## src/rtl/pong_input_pkg.sv

```systemverilog
// Shared constants and helpers for the pong input-conditioning stage.
// Optional feature macro: AUTOREPEAT_EN (see debounce_channel / pong_input_conditioner).
package pong_input_pkg;

    // Defaults for a 25 MHz pixel clock and a 1 ms debounce tick.
    localparam int unsigned DEFAULT_NUM_BTN      = 6;
    localparam int unsigned DEFAULT_TICK_DIV     = 25000;
    localparam int unsigned DEFAULT_STABLE_TICKS = 10;
    localparam int unsigned DEFAULT_SYNC_STAGES  = 2;
    localparam int unsigned DEFAULT_REPEAT_DELAY = 400;
    localparam int unsigned DEFAULT_REPEAT_RATE  = 100;

    // Bit positions of the buttons on btn_raw.
    typedef enum int unsigned {
        BTN_P0    = 0,
        BTN_P1    = 1,
        BTN_P2    = 2,
        BTN_P3    = 3,
        BTN_RST   = 4,
        BTN_SERVE = 5
    } btn_idx_e;

    // Bits needed to hold values 0..max_val (at least one bit).
    function automatic int unsigned cnt_width(input int unsigned max_val);
        return (max_val < 1) ? 1 : $clog2(max_val + 1);
    endfunction

endpackage

```

## src/rtl/debounce_channel.sv

```systemverilog
// One button channel: synchroniser, tick-based debouncer, press/release pulses.
// With AUTOREPEAT_EN defined, a held button also emits periodic press pulses.
module debounce_channel
    import pong_input_pkg::*;
#(
    parameter int unsigned STABLE_TICKS = DEFAULT_STABLE_TICKS,
    parameter int unsigned SYNC_STAGES  = DEFAULT_SYNC_STAGES
`ifdef AUTOREPEAT_EN
    ,
    parameter int unsigned REPEAT_DELAY = DEFAULT_REPEAT_DELAY,
    parameter int unsigned REPEAT_RATE  = DEFAULT_REPEAT_RATE
`endif
) (
    input  logic clock,
    input  logic reset,
    input  logic tick_i,
    input  logic btn_raw_i,
    output logic level_o,
    output logic press_o,
    output logic release_o
);

    localparam int unsigned    CntW    = cnt_width(STABLE_TICKS);
    localparam logic [CntW-1:0] CntLast = CntW'(STABLE_TICKS - 1);

    logic [SYNC_STAGES-1:0] sync_q, sync_d;
    logic                   btn_sync;
    logic                   state_q, state_d;
    logic [CntW-1:0]        count_q, count_d;
    logic                   press_q, press_d;
    logic                   release_q, release_d;
    logic                   accept;
    logic                   rep_fire;

    assign btn_sync = sync_q[SYNC_STAGES-1];

    // Shift the raw pin into the synchroniser chain.
    always_comb begin
        sync_d = {sync_q[SYNC_STAGES-2:0], btn_raw_i};
    end

    // Debounce: any cycle matching the current level discards progress.
    always_comb begin
        state_d = state_q;
        count_d = count_q;
        accept  = 1'b0;
        if (btn_sync == state_q) begin
            count_d = '0;
        end else if (tick_i) begin
            if (count_q == CntLast) begin
                accept  = 1'b1;
                state_d = btn_sync;
                count_d = '0;
            end else begin
                count_d = count_q + CntW'(1);
            end
        end
    end

`ifdef AUTOREPEAT_EN
    localparam int unsigned RepW = cnt_width((REPEAT_DELAY > REPEAT_RATE) ? REPEAT_DELAY
                                                                           : REPEAT_RATE);
    localparam logic [RepW-1:0] RepDelayLast = RepW'(REPEAT_DELAY - 1);
    localparam logic [RepW-1:0] RepRateLast  = RepW'(REPEAT_RATE - 1);

    logic [RepW-1:0] rep_cnt_q, rep_cnt_d;
    logic            rep_armed_q, rep_armed_d;

    // Count ticks while held; first pulse after the delay, then at the rate.
    always_comb begin
        rep_cnt_d   = rep_cnt_q;
        rep_armed_d = rep_armed_q;
        rep_fire    = 1'b0;
        if (accept || !state_q) begin
            rep_cnt_d   = '0;
            rep_armed_d = 1'b0;
        end else if (tick_i) begin
            if (rep_cnt_q == (rep_armed_q ? RepRateLast : RepDelayLast)) begin
                rep_fire    = 1'b1;
                rep_cnt_d   = '0;
                rep_armed_d = 1'b1;
            end else begin
                rep_cnt_d = rep_cnt_q + RepW'(1);
            end
        end
    end

    // Repeat counter state.
    always_ff @(posedge clock or posedge reset) begin
        if (reset) begin
            rep_cnt_q   <= '0;
            rep_armed_q <= 1'b0;
        end else begin
            rep_cnt_q   <= rep_cnt_d;
            rep_armed_q <= rep_armed_d;
        end
    end
`else
    assign rep_fire = 1'b0;
`endif

    // Pulses: the new level decides press vs release, so both can never coincide.
    always_comb begin
        press_d   = (accept & btn_sync) | rep_fire;
        release_d = accept & ~btn_sync;
    end

    // Channel state registers.
    always_ff @(posedge clock or posedge reset) begin
        if (reset) begin
            sync_q    <= '0;
            state_q   <= 1'b0;
            count_q   <= '0;
            press_q   <= 1'b0;
            release_q <= 1'b0;
        end else begin
            sync_q    <= sync_d;
            state_q   <= state_d;
            count_q   <= count_d;
            press_q   <= press_d;
            release_q <= release_d;
        end
    end

    assign level_o   = state_q;
    assign press_o   = press_q;
    assign release_o = release_q;

endmodule

```

## src/rtl/pong_input_conditioner.sv

```systemverilog
// Top of the input-conditioning stage: shared debounce-tick prescaler plus one
// debounce_channel per button. Optional feature macro: AUTOREPEAT_EN.
module pong_input_conditioner
    import pong_input_pkg::*;
#(
    parameter int unsigned NUM_BTN      = DEFAULT_NUM_BTN,
    parameter int unsigned TICK_DIV     = DEFAULT_TICK_DIV,
    parameter int unsigned STABLE_TICKS = DEFAULT_STABLE_TICKS,
    parameter int unsigned SYNC_STAGES  = DEFAULT_SYNC_STAGES,
    parameter int unsigned REPEAT_DELAY = DEFAULT_REPEAT_DELAY,
    parameter int unsigned REPEAT_RATE  = DEFAULT_REPEAT_RATE
) (
    input  logic               clock,
    input  logic               reset,
    input  logic [NUM_BTN-1:0] btn_raw,
    output logic [NUM_BTN-1:0] btn_level,
    output logic [NUM_BTN-1:0] btn_press,
    output logic [NUM_BTN-1:0] btn_release,
    output logic               tick
);

    // Reject configurations the datapath cannot represent.
    if (TICK_DIV < 2) begin : g_bad_tick_div
        $error("TICK_DIV must be >= 2");
    end
    if (STABLE_TICKS < 1) begin : g_bad_stable
        $error("STABLE_TICKS must be >= 1");
    end
    if (SYNC_STAGES < 2) begin : g_bad_sync
        $error("SYNC_STAGES must be >= 2");
    end
    if (REPEAT_DELAY < 1 || REPEAT_RATE < 1) begin : g_bad_repeat
        $error("REPEAT_DELAY and REPEAT_RATE must be >= 1");
    end

    localparam int unsigned     DivW    = cnt_width(TICK_DIV - 1);
    localparam logic [DivW-1:0] DivLast = DivW'(TICK_DIV - 1);

    logic [DivW-1:0] div_q, div_d;
    logic            tick_q, tick_d;

    // Free-running prescaler; tick is registered so it lands one cycle after the wrap value.
    always_comb begin
        tick_d = (div_q == DivLast);
        div_d  = tick_d ? '0 : div_q + DivW'(1);
    end

    // Prescaler registers.
    always_ff @(posedge clock or posedge reset) begin
        if (reset) begin
            div_q  <= '0;
            tick_q <= 1'b0;
        end else begin
            div_q  <= div_d;
            tick_q <= tick_d;
        end
    end

    assign tick = tick_q;

    for (genvar i = 0; i < NUM_BTN; i++) begin : g_chan
        debounce_channel #(
            .STABLE_TICKS(STABLE_TICKS),
            .SYNC_STAGES (SYNC_STAGES)
`ifdef AUTOREPEAT_EN
            ,
            .REPEAT_DELAY(REPEAT_DELAY),
            .REPEAT_RATE (REPEAT_RATE)
`endif
        ) u_chan (
            .clock    (clock),
            .reset    (reset),
            .tick_i   (tick_q),
            .btn_raw_i(btn_raw[i]),
            .level_o  (btn_level[i]),
            .press_o  (btn_press[i]),
            .release_o(btn_release[i])
        );
    end

endmodule
```

## config.mk

```make
export PLATFORM = sky130hd
export DESIGN_NAME = pong_input_conditioner
export DESIGN_NICKNAME = d
export VERILOG_FILES = /design/src/rtl/pong_input_pkg.sv /design/src/rtl/debounce_channel.sv /design/src/rtl/pong_input_conditioner.sv
export SDC_FILE = /design/constraint.sdc
export NUM_CORES = 1
export LEC_CHECK = 0
export ABC_AREA = 1
export CAP_MARGIN = 20
export CORE_MARGIN = 5
export CORE_UTILIZATION = 51
export CTS_CLUSTER_DIAMETER = 200
export DETAILED_ROUTE_END_ITERATION = 8
export PLACE_DENSITY = 0.71
export SLEW_MARGIN = 20
export SYNTH_ARGS = -nofsm -noshare
export SYNTH_HDL_FRONTEND = slang
export SYNTH_SLANG_ARGS = --single-unit
```

## constraint.sdc

```tcl
create_clock -name clock -period 2.29 [get_ports clock]
set_input_delay 0.229 -clock clock [delete_from_list [all_inputs] [get_ports clock]]
set_output_delay 0.229 -clock clock [all_outputs]
set_load 0.02 [all_outputs]
```

* After elaboration in Yosys (flattened, before gate mapping)
Index checks and enable logic that the tools add are counted.
Word-level totals: flip-flop bits (word level) 70, input port bits 8, output and inout bits 19, word-level logic and storage cells 125
Cells by class: $add $sub $neg 7, eq/ne operators 13, mux-type cells 37, bitwise logic cells 24, reductions and logical operators 12
Operator list (number):
- 4-bit two-way mux | 18
- 4-bit by 1-bit adder with 4-bit output, second input constant | 6
- 4-bit == test, second input constant | 6
- 1-bit two-way mux | 18
- 3-bit AND reduction | 6
- 15-bit by 1-bit adder with 15-bit output, second input constant | 1
- 15-bit == test, second input constant | 1
- 15-bit two-way mux | 1
- 1-bit bitwise AND | 12
- 1-bit NOT | 12
- 2-bit nonzero test | 6
- 1-bit == test | 6

* Logic depth before layout (Yosys ltp)
Gate-level depths: netlist of run 1.
depth in word-level cells 5, mapped depth 8, mapped depth without buffers 8

* Hierarchy
From an unflattened synthesis of run 1, not the netlist that was laid out.
Unflattened totals: cell total of the unflattened synthesis 419, area, all modules 3423.3 µm²
By module, submodules not included:
- debounce_channel | instances 6, cells an instance 48, area an instance 415.4 µm², seq. area each 225.2 µm²
- pong_input_conditioner | instances 1, cells an instance 131, area an instance 930.9 µm², seq. area each 400.4 µm²

* Least setup slack after synthesis of run 1
Ideal clock, no wire load.
path kind flip-flop to flip-flop, start register div_q[0], end register div_q[10], setup time 0.118 ns, data arrival time 1.047 ns, data required time 2.172 ns, setup slack 1.125 ns, stages on the path, launching flop included 7, buffers on the path 0, period minus slack after synthesis 1.165 ns, cell sequence dfrtp_1 > ha_1 > nand3_2 > nor2_2 > nand2_1 > xor2_1 > inv_1
Between the ends: word-level cells in the longest chain between the ends 2, elaborated cells on any way between the ends 3, those cells by class 1 x add/sub; 1 x eq/ne; 1 x mux
RTL lines:
- start, declared | RTL line pong_input_conditioner.sv:39 | logic [DivW-1:0] div_q, div_d;
- start signal, assigned | RTL line pong_input_conditioner.sv:54 | div_q <= div_d;
- 15-bit by 1-bit adder with 15-bit output or 15-bit == test (tied branches) | RTL line pong_input_conditioner.sv:45, pong_input_conditioner.sv:44
- 15-bit two-way mux * | RTL line pong_input_conditioner.sv:45 | div_d = tick_d ? '0 : div_q + DivW'(1);
- named net div_d[10] | RTL line pong_input_conditioner.sv:39
The timed path passes the listed nets; every way through them passes the cells marked *. A chain may end at the register's enable or synchronous reset.

* Final worst setup path of run 1
start register g_chan[1].u_chan.state_q, end output port btn_level[1]
RTL lines:
- start, declared | RTL line debounce_channel.sv:28 | logic state_q, state_d;
- start signal, assigned | RTL line debounce_channel.sv:118 | state_q <= state_d;
- end, declared | RTL line pong_input_conditioner.sv:16 | output logic [NUM_BTN-1:0] btn_level,
No word-level cell between the ends.

==> results of run 1 <==
## how the worst max path moves through the flow
stage / cells past startpoint / end / from
after detailed placement: 6 / div_q[10] / div_q[0]
after CTS: 1 / btn_level[1] / g_chan[1].u_chan.level_o
after floorplan: 1 / div_q[0] / reset
final: 1 / btn_level[1] / g_chan[1].u_chan.level_o
after global routing: 1 / btn_level[1] / g_chan[1].u_chan.level_o
after global placement: 6 / div_q[10] / div_q[0]
## layer usage
metal / up-vias / wire length, µm / track usage, %
met3: 9 / 248 / 5.83
met4: 0 / 89 / 5.21
met5: - / 0 / 0
met2: 33 / 2490 / 23.5
met1: 1039 / 2470 / 17.0
li1: 1183 / - / -
## metrics by stage
step           setup WS (ns)  power, W
3_3_place_gp            1.05   0.00134
5_1_grt                0.649   0.00258
6_report               0.724   0.00248
3_5_place_dp           0.980   0.00134
4_1_cts                0.699   0.00251
2_1_floorplan          0.293   0.00131
## layout make-up
class / count / share of cell area (%)
sequential: 70 / 46.2
multi-input combinational: 224 / 31.6
timing repair buffer: 28 / 7.58
inverter: 60 / 5.93
clock buffer: 9 / 3.26
clock inverter: 6 / 2.93
tap: 77 / 2.54
## cell families (layout without fill, tap and decap cells)
| kind of cell | after synthesis | after routing | synth area share [%] |
|---|---|---|---|
| xor+xnor | 17 | 17 | 4.49 |
| fa+ha+maj | 13 | 13 | 4.91 |
| buf+inv | 79 | 103 | 11.0 |
| compound gates | 32 | 32 | 4.83 |
| simple gates | 162 | 162 | 21.9 |
| flops | 70 | 70 | 52.8 |
## cells in the final DEF (no fill, tap or decap), types with 2 or more instances in the layout
| cell | synthesis | routed |
|---|---|---|
| clkbuf_8 | 0 | 9 |
| ha_1 | 13 | 13 |
| xor2_1 | 15 | 15 |
| dfrtp_1 | 70 | 70 |
| nand3_2 | 3 | 3 |
| clkdlybuf4s50_1 | 0 | 26 |
| a21oi_1 | 2 | 2 |
| inv_1 | 57 | 56 |
| xnor2_1 | 2 | 2 |
| nor2_1 | 31 | 31 |
| nand4_1 | 6 | 6 |
| nand2_1 | 86 | 86 |
| nor2_2 | 2 | 2 |
| nand3_1 | 25 | 25 |
| nor3_2 | 6 | 6 |
| o21ai_0 | 30 | 30 |
| inv_2 | 3 | 4 |
| bufinv_16 | 0 | 3 |
## power by group through the flow
| stage | Combinational (W) | Clock [W] | Sequential (W) |
|---|---|---|---|
| floorplan | 0.0000360 | 0 | 0.00127 |
| global placement | 0.0000617 | 0 | 0.00128 |
| detailed placement | 0.0000627 | 0 | 0.00128 |
| CTS | 0.0000632 | 0.00120 | 0.00125 |
| global route | 0.0000715 | 0.00126 | 0.00125 |
| finish | 0.0000603 | 0.00117 | 0.00125 |
## cell usage after synthesis
master	n	share of area, %
nor2_4	1	0.34
inv_2	3	0.34
nor2_2	2	0.38
nand2_1	86	9.7
nand3_2	3	0.91
inv_1	57	6.5
nand4_1	6	1.1
buf_4	18	4.1
o21ai_0	30	4.5
buf_2	1	0.15
xor2_1	15	4.0
or2_2	1	0.19
dfrtp_1	70	53
nor3_2	6	1.8
nor3_1	1	0.15
ha_1	13	4.9
xnor2_1	2	0.53
a21oi_1	2	0.30
nand3_1	25	3.8
nor2_1	31	3.5
## sequential cells by signal, summed over array words and instances (netlist names)
register,count
g_chan.u_chan.count_q,24
div_q,15
g_chan.u_chan.sync_q,12
g_chan.u_chan.level_o,6
g_chan.u_chan.press_o,6
g_chan.u_chan.release_o,6
tick,1
==> summary.md, run 1 <==
| Metric | Value |
|---|---|
| Die Height | `90.6 µm` |
| Switching pwr | `~0.0005 W` |
| Pwr Density | `654 nW/µm²` |
| CTS max path bufs | `2` |
| I/O Buffers | `26` |
| Remaining antenna violation count | `0` |
| Initial DRC count | `62` |
| Startpoint class of the critical path | `flip-flop` |
| Remaining Overflow, GRT | `0` |
| Fin util | `between 50% and 60%` |
| Full die area | `8210 µm²` |
| Multi-input combinational cell area | `1200 µm²` |
| Logic pwr share | `between 2 and 2.5%` |
| Unrepaired setup endpoints after global routing | `no` |
| FP Rows | `29` |
| Layout Area Growth over Synthesis | `14.5%` |
| Reg-to-Reg End | `div_q[10]` |
| Storage cell area | `roughly 1800 µm²` |
| Cells along the critical path | `clkdlybuf4s50_1` |
| Vias post-DR | `about 2300` |
| Die X | `about 90 µm` |
| CTS tree | `yes` |
| Final hold viol count | `0` |
| Slew margin rel. | `a little under 70%` |
| CP Data Arrival Time | `1.34 ns` |
| Number of synthesized register bits | `70` |
| Slew @ Worst Pin | `around 0.46 ns` |
| Max IR drop VDD | `0.555 mV` |
| Vias per Instance | `~4.8` |
| Top-level I/O count | `27` |
| Clock latency on the worst-skew pair | `between 0.3 and 0.4 ns` |
| Area after DPL | `approximately 3600 µm²` |
| Synth Cell Area | `3320 µm²` |
| Hold Slack | `roughly 0.2 ns` |
| GRT Total Usage | `~14%` |
| Slew Viols, Final | `0` |
| CP max stage cell | `clkdlybuf4s50_1` |
| Launch point of the worst reg-to-reg path | `div_q[0]` |
| Dpl cells | `roughly 460` |
| Post-Syn Nets | `approximately 400` |
| Sequential Power Share | `50.5%` |
| First-pass detailed-route iteration total | `4` |
| ANT cells | `0` |
| Mean post-synth cell area | `8.89 µm²` |
| Worst Reg2Reg Path Length in Cells | `6` |
| TNS Setup | `0 ns` |
| Post-route DRC | `0` |
| HPWL Detailed | `between 3 and 4 mm` |
| Critical path buffer and inverter count | `1` |
| Routed WL per cell | `about 11 µm` |
| RD Place Congestion | `a little over 0.8` |
| Worst Setup Path Type | `flip-flop to primary output` |
| Unique masters post-synth | `20` |
| Clock Skews | `approximately 0.0063 ns` |
| Setup crit end kind | `primary output` |
| Max incr delay on CP | `slightly above 0.6 ns` |
| Ratio of cells with drive above 1 in the final layout | `under 10%` |
| Largest net degree at the start of global routing | `52` |
| CTS root buffer | `clkbuf_8` |
| Inserted Clock Buffers | `9` |
| Critical path peak fanout | `3` |
| Post-route cell area | `between 3000 and 4000 µm²` |
| Final WL | `roughly 5.3 mm` |
| P_leak | `just under 2 nW` |
| Fmax | `638 MHz` |
| FILL cells | `526` |
| First-pass GRT wire length | `about 9.5 mm` |
| Clock power frac | `a little under half` |
| Final cycle utilization of the critical path | `just under 70%` |
| Final min period | `about 1.6 ns` |
| Yosys warning total | `0` |
| Status | `finished, final reports clean` |
| Num Clock Sinks | `70` |
| Delay-heaviest family, CP | `buffers and inverters` |
| Max Cap Viol | `0` |
| Endpoints failing setup | `0` |
| Hold Buf Count CTS | `0` |
| Setup Fix Bufs, Post-CTS | `0` |
| Number of global-route vias before repair | `2129` |
| P_int | `between 0.0015 and 0.002 W` |
| H-tree levels | `3` |
| Post-CTS sizing | `0` |
| Fin nets | `~410` |
| Final Non-Filler Cells | `about 470` |
| Initial Utilization | `52.2%` |
| Worst min path class | `input pin to asynchronous set/reset pin` |
| Reg2Reg Setup Slack | `between 0.9 and 1 ns` |
| Initial antenna violation count | `0` |
| Critical Path RT | `between 2 and 2.5 ns` |
| Sequential fraction of the synthesis area | `roughly 53%` |
| Core region area | `around 6300 µm²` |
| Switch share | `between 20 and 25%` |
| Clock transition at the registers of the reported paths | `0.07 ns` |
| Post-Syn Instances | `~370` |
No activity file was read; power rests on OpenSTA's default activity.
==> run 2, diff against run 1 <==
PLACE_DENSITY = 0.74   (was 0.71)
clock period = 1.3 ns   (was 2.29 ns; I/O delays follow)
==> summary.md, run 2 (same netlist as run 1, synthesis figures left out) <==
| Metric | Value |
|---|---|
| Status | `finished, final reports clean` |
| Final WS setup | `between 0.02 and 0.025 ns` |
| Initial DRC count | `136` |
| Top-level I/O count | `27` |
| Final Non-Filler Cells | `approximately 480` |
| CP max stage cell | `dfrtp_1` |
| First-pass detailed-route iteration total | `4` |
| CTS max path bufs | `2` |
| Post-route cell area | `around 3800 µm²` |
| Hold Buf Count CTS | `0` |
| CP Launch Point | `div_q[0]` |
| Switch share | `a little over a fifth` |
| Hold_sp | `btn_raw[2]` |
| P_leak | `between 2 and 2.5 nW` |
| Commonest cells after routing, fill and taps aside | `nand2_1, dfrtp_1, inv_1` |
| Fin nets | `417` |
| Delay-heaviest family, CP | `flip-flops` |
| Max reg flops | `24` |
| Launch point of the worst reg-to-reg path | `div_q[0]` |
| Routed wl met2 | `around 2.8 mm` |
| Slew @ Worst Pin | `0.360 ns` |
| Clock power frac | `around 41%` |
| Final WL | `about 5.4 mm` |
| Vias per Instance | `~4.8` |
| Pwr Density | `around 1000 nW/µm²` |
| Critical path peak fanout | `3` |
| Unrepaired setup endpoints after global routing | `yes` |
| Clock latency on the worst-skew pair | `0.34 ns` |
| Fmax | `between 700 and 800 MHz` |
| Met1 WL | `2.36 mm` |
| Design Power | `just under 0.004 W` |
| GRT Total Usage | `between 10 and 15%` |
| Ratio of cells with drive above 1 in the final layout | `a little over 10%` |
| Area after DPL | `3560 µm²` |
| Final min period | `~1.3 ns` |
| Critical Path RT | `1.53 ns` |
| Cells along the critical path | `ha_2, nand3_2, nor2_4, nand2_1, xor2_1, inv_1` |
| FP Rows | `29` |
| Switching pwr | `0.000836 W` |
| Final hold viol count | `0` |
| FILL cells | `~530` |
| CTS root buffer | `clkbuf_8` |
| Biggest regs | `g_chan.u_chan.count_q x24, div_q x15, g_chan.u_chan.sync_q x12` |
| Die Height | `around 91 µm` |
| Dpl cells | `~460` |
| Post-Place Worst Slack | `about 0.029 ns` |
| H-tree levels | `3` |
| ANT cells | `0` |
| Inserted Clock Buffers | `9` |
| Startpoint class of the critical path | `flip-flop` |
| Vias post-DR | `around 2300` |
| RD Place Congestion | `0.825` |
| Clock Skews | `approximately 0.0094 ns` |
| Initial Utilization | `52.2%` |
| CTS tree | `yes` |
| Num Clock Sinks | `70` |
| I/O Buffers | `26` |
| Max Cap Viol | `0` |
| Slew margin rel. | `approximately 76%` |
| Logic pwr share | `2.7%` |
| Met3 routed wirelength | `239 µm` |
| Final cycle utilization of the critical path | `between 90% and 100%` |
| Fin util | `between 50% and 60%` |
| Routed WL per cell | `~11 µm` |
| CP Data Arrival Time | `between 1.5 and 2 ns` |
| Remaining Overflow, GRT | `0` |
| Max IR drop VDD | `around 0.69 mV` |
| First-pass GRT wire length | `9.85 mm` |
| Die X | `approximately 91 µm` |
| Endpoints failing setup | `0` |
| Top sig layer | `met4` |
| Max incr delay on CP | `~0.39 ns` |
| Most common cell after layout, fill and taps aside | `nand2_1` |
| Initial antenna violation count | `0` |
| Largest net degree at the start of global routing | `between 70 and 80` |
| Core region area | `6350 µm²` |
| Remaining antenna violation count | `0` |
| Largest Register | `g_chan.u_chan.count_q` |
| Number of global-route vias before repair | `between 2000 and 2500` |
| P_int | `~0.0031 W` |
| Critical path buffer and inverter count | `1` |
| Setup crit end kind | `flip-flop` |
| Slew Viols, Final | `0` |
| Worst min path class | `input pin to flip-flop` |
| Layout Area Growth over Synthesis | `13.9%` |
| Sequential Power Share | `between 50% and 60%` |
| Full die area | `around 8000 µm²` |
| Clock transition at the registers of the reported paths | `about 0.07 ns` |
| Worst Setup Path Type | `flip-flop to flip-flop` |
| Post-route DRC | `0` |
| HPWL Detailed | `roughly 3.8 mm` |
[run 2: cell types whose count changed in the layout (fill, tap and decap cells not counted), sizes merged]
| cell | change |
|---|---|
| clkdlybuf4s50 | -19 |
| dlygate4sd2 | +19 |
| clkinv | +1 |
| bufinv | -2 |
| buf | +3 |
| clkbuf | +2 |
| inv | -1 |
[run 2: cell type report]
type	instances	area [µm²]	area share, %
multi-input cells	224	1230	32.6
inverters	60	229	6.06
repair buffers	31	287	7.59
clock inverters	4	48.8	1.29
well taps	77	96.3	2.55
clock buffers	11	131	3.48
flip-flops and latches	70	1750	46.4
[run 2: power groups by stage]
stage	logic, W	clock network [W]	registers (W)
final	0.000108	0.00163	0.00221
after global routing	0.000128	0.00178	0.00221
after CTS	0.000111	0.00169	0.00221
after detailed placement	0.000112	0	0.00225
after global placement	0.000110	0	0.00225
after floorplan	0.0000641	0	0.00224
[run 2: worst paths after layout]
check | endpoint | slack [ns] | cells after the start
worst max-delay path | div_q[10] | 0.02 | 6
worst min-delay path | g_chan[2].u_chan.sync_q[0] | 0.22 | 1
worst max register to register | div_q[10] | 0.02 | 6
worst min register to register | g_chan[3].u_chan.sync_q[1] | 0.35 | 0
max in group asynchronous | g_chan[3].u_chan.press_o | 0.78 | 3
min in group asynchronous | div_q[12] | 0.23 | 3
[run 2: through the flow]
stage               hold slack, ns  setup TNS [ns]
finish                       0.222               0
global route                 0.197          -0.218
CTS                          0.205               0
detailed placement           0.336               0
global placement             0.334               0
floorplan                    0.161               0
[run 2: repair_timing]
item | CTS | global route
pin swaps | 0 | 10
resized for setup | 19 | 13
setup buffers | 0 | 3
endpoints found under the setup margin | 19 | 26
[run 2: worst reg2reg max path: cells and delay by family, from the launching register on]
family                   cells  cell delay [ns]
adder cells (fa/ha/maj)      1             0.22
XOR/XNOR                     1             0.14
flip-flops                   1             0.39
AND/OR/NAND/NOR              3             0.39
buffers and inverters        1             0.05
[run 2: routing by layer]
| layer | global-route usage [%] | vias to the layer above |
|---|---|---|
| li1 | - | 1184 |
| met1 | 17.2 | 1091 |
| met2 | 24.8 | 30 |
| met3 | 5.67 | 7 |
| met4 | 3.72 | 0 |
| met5 | 0 | - |
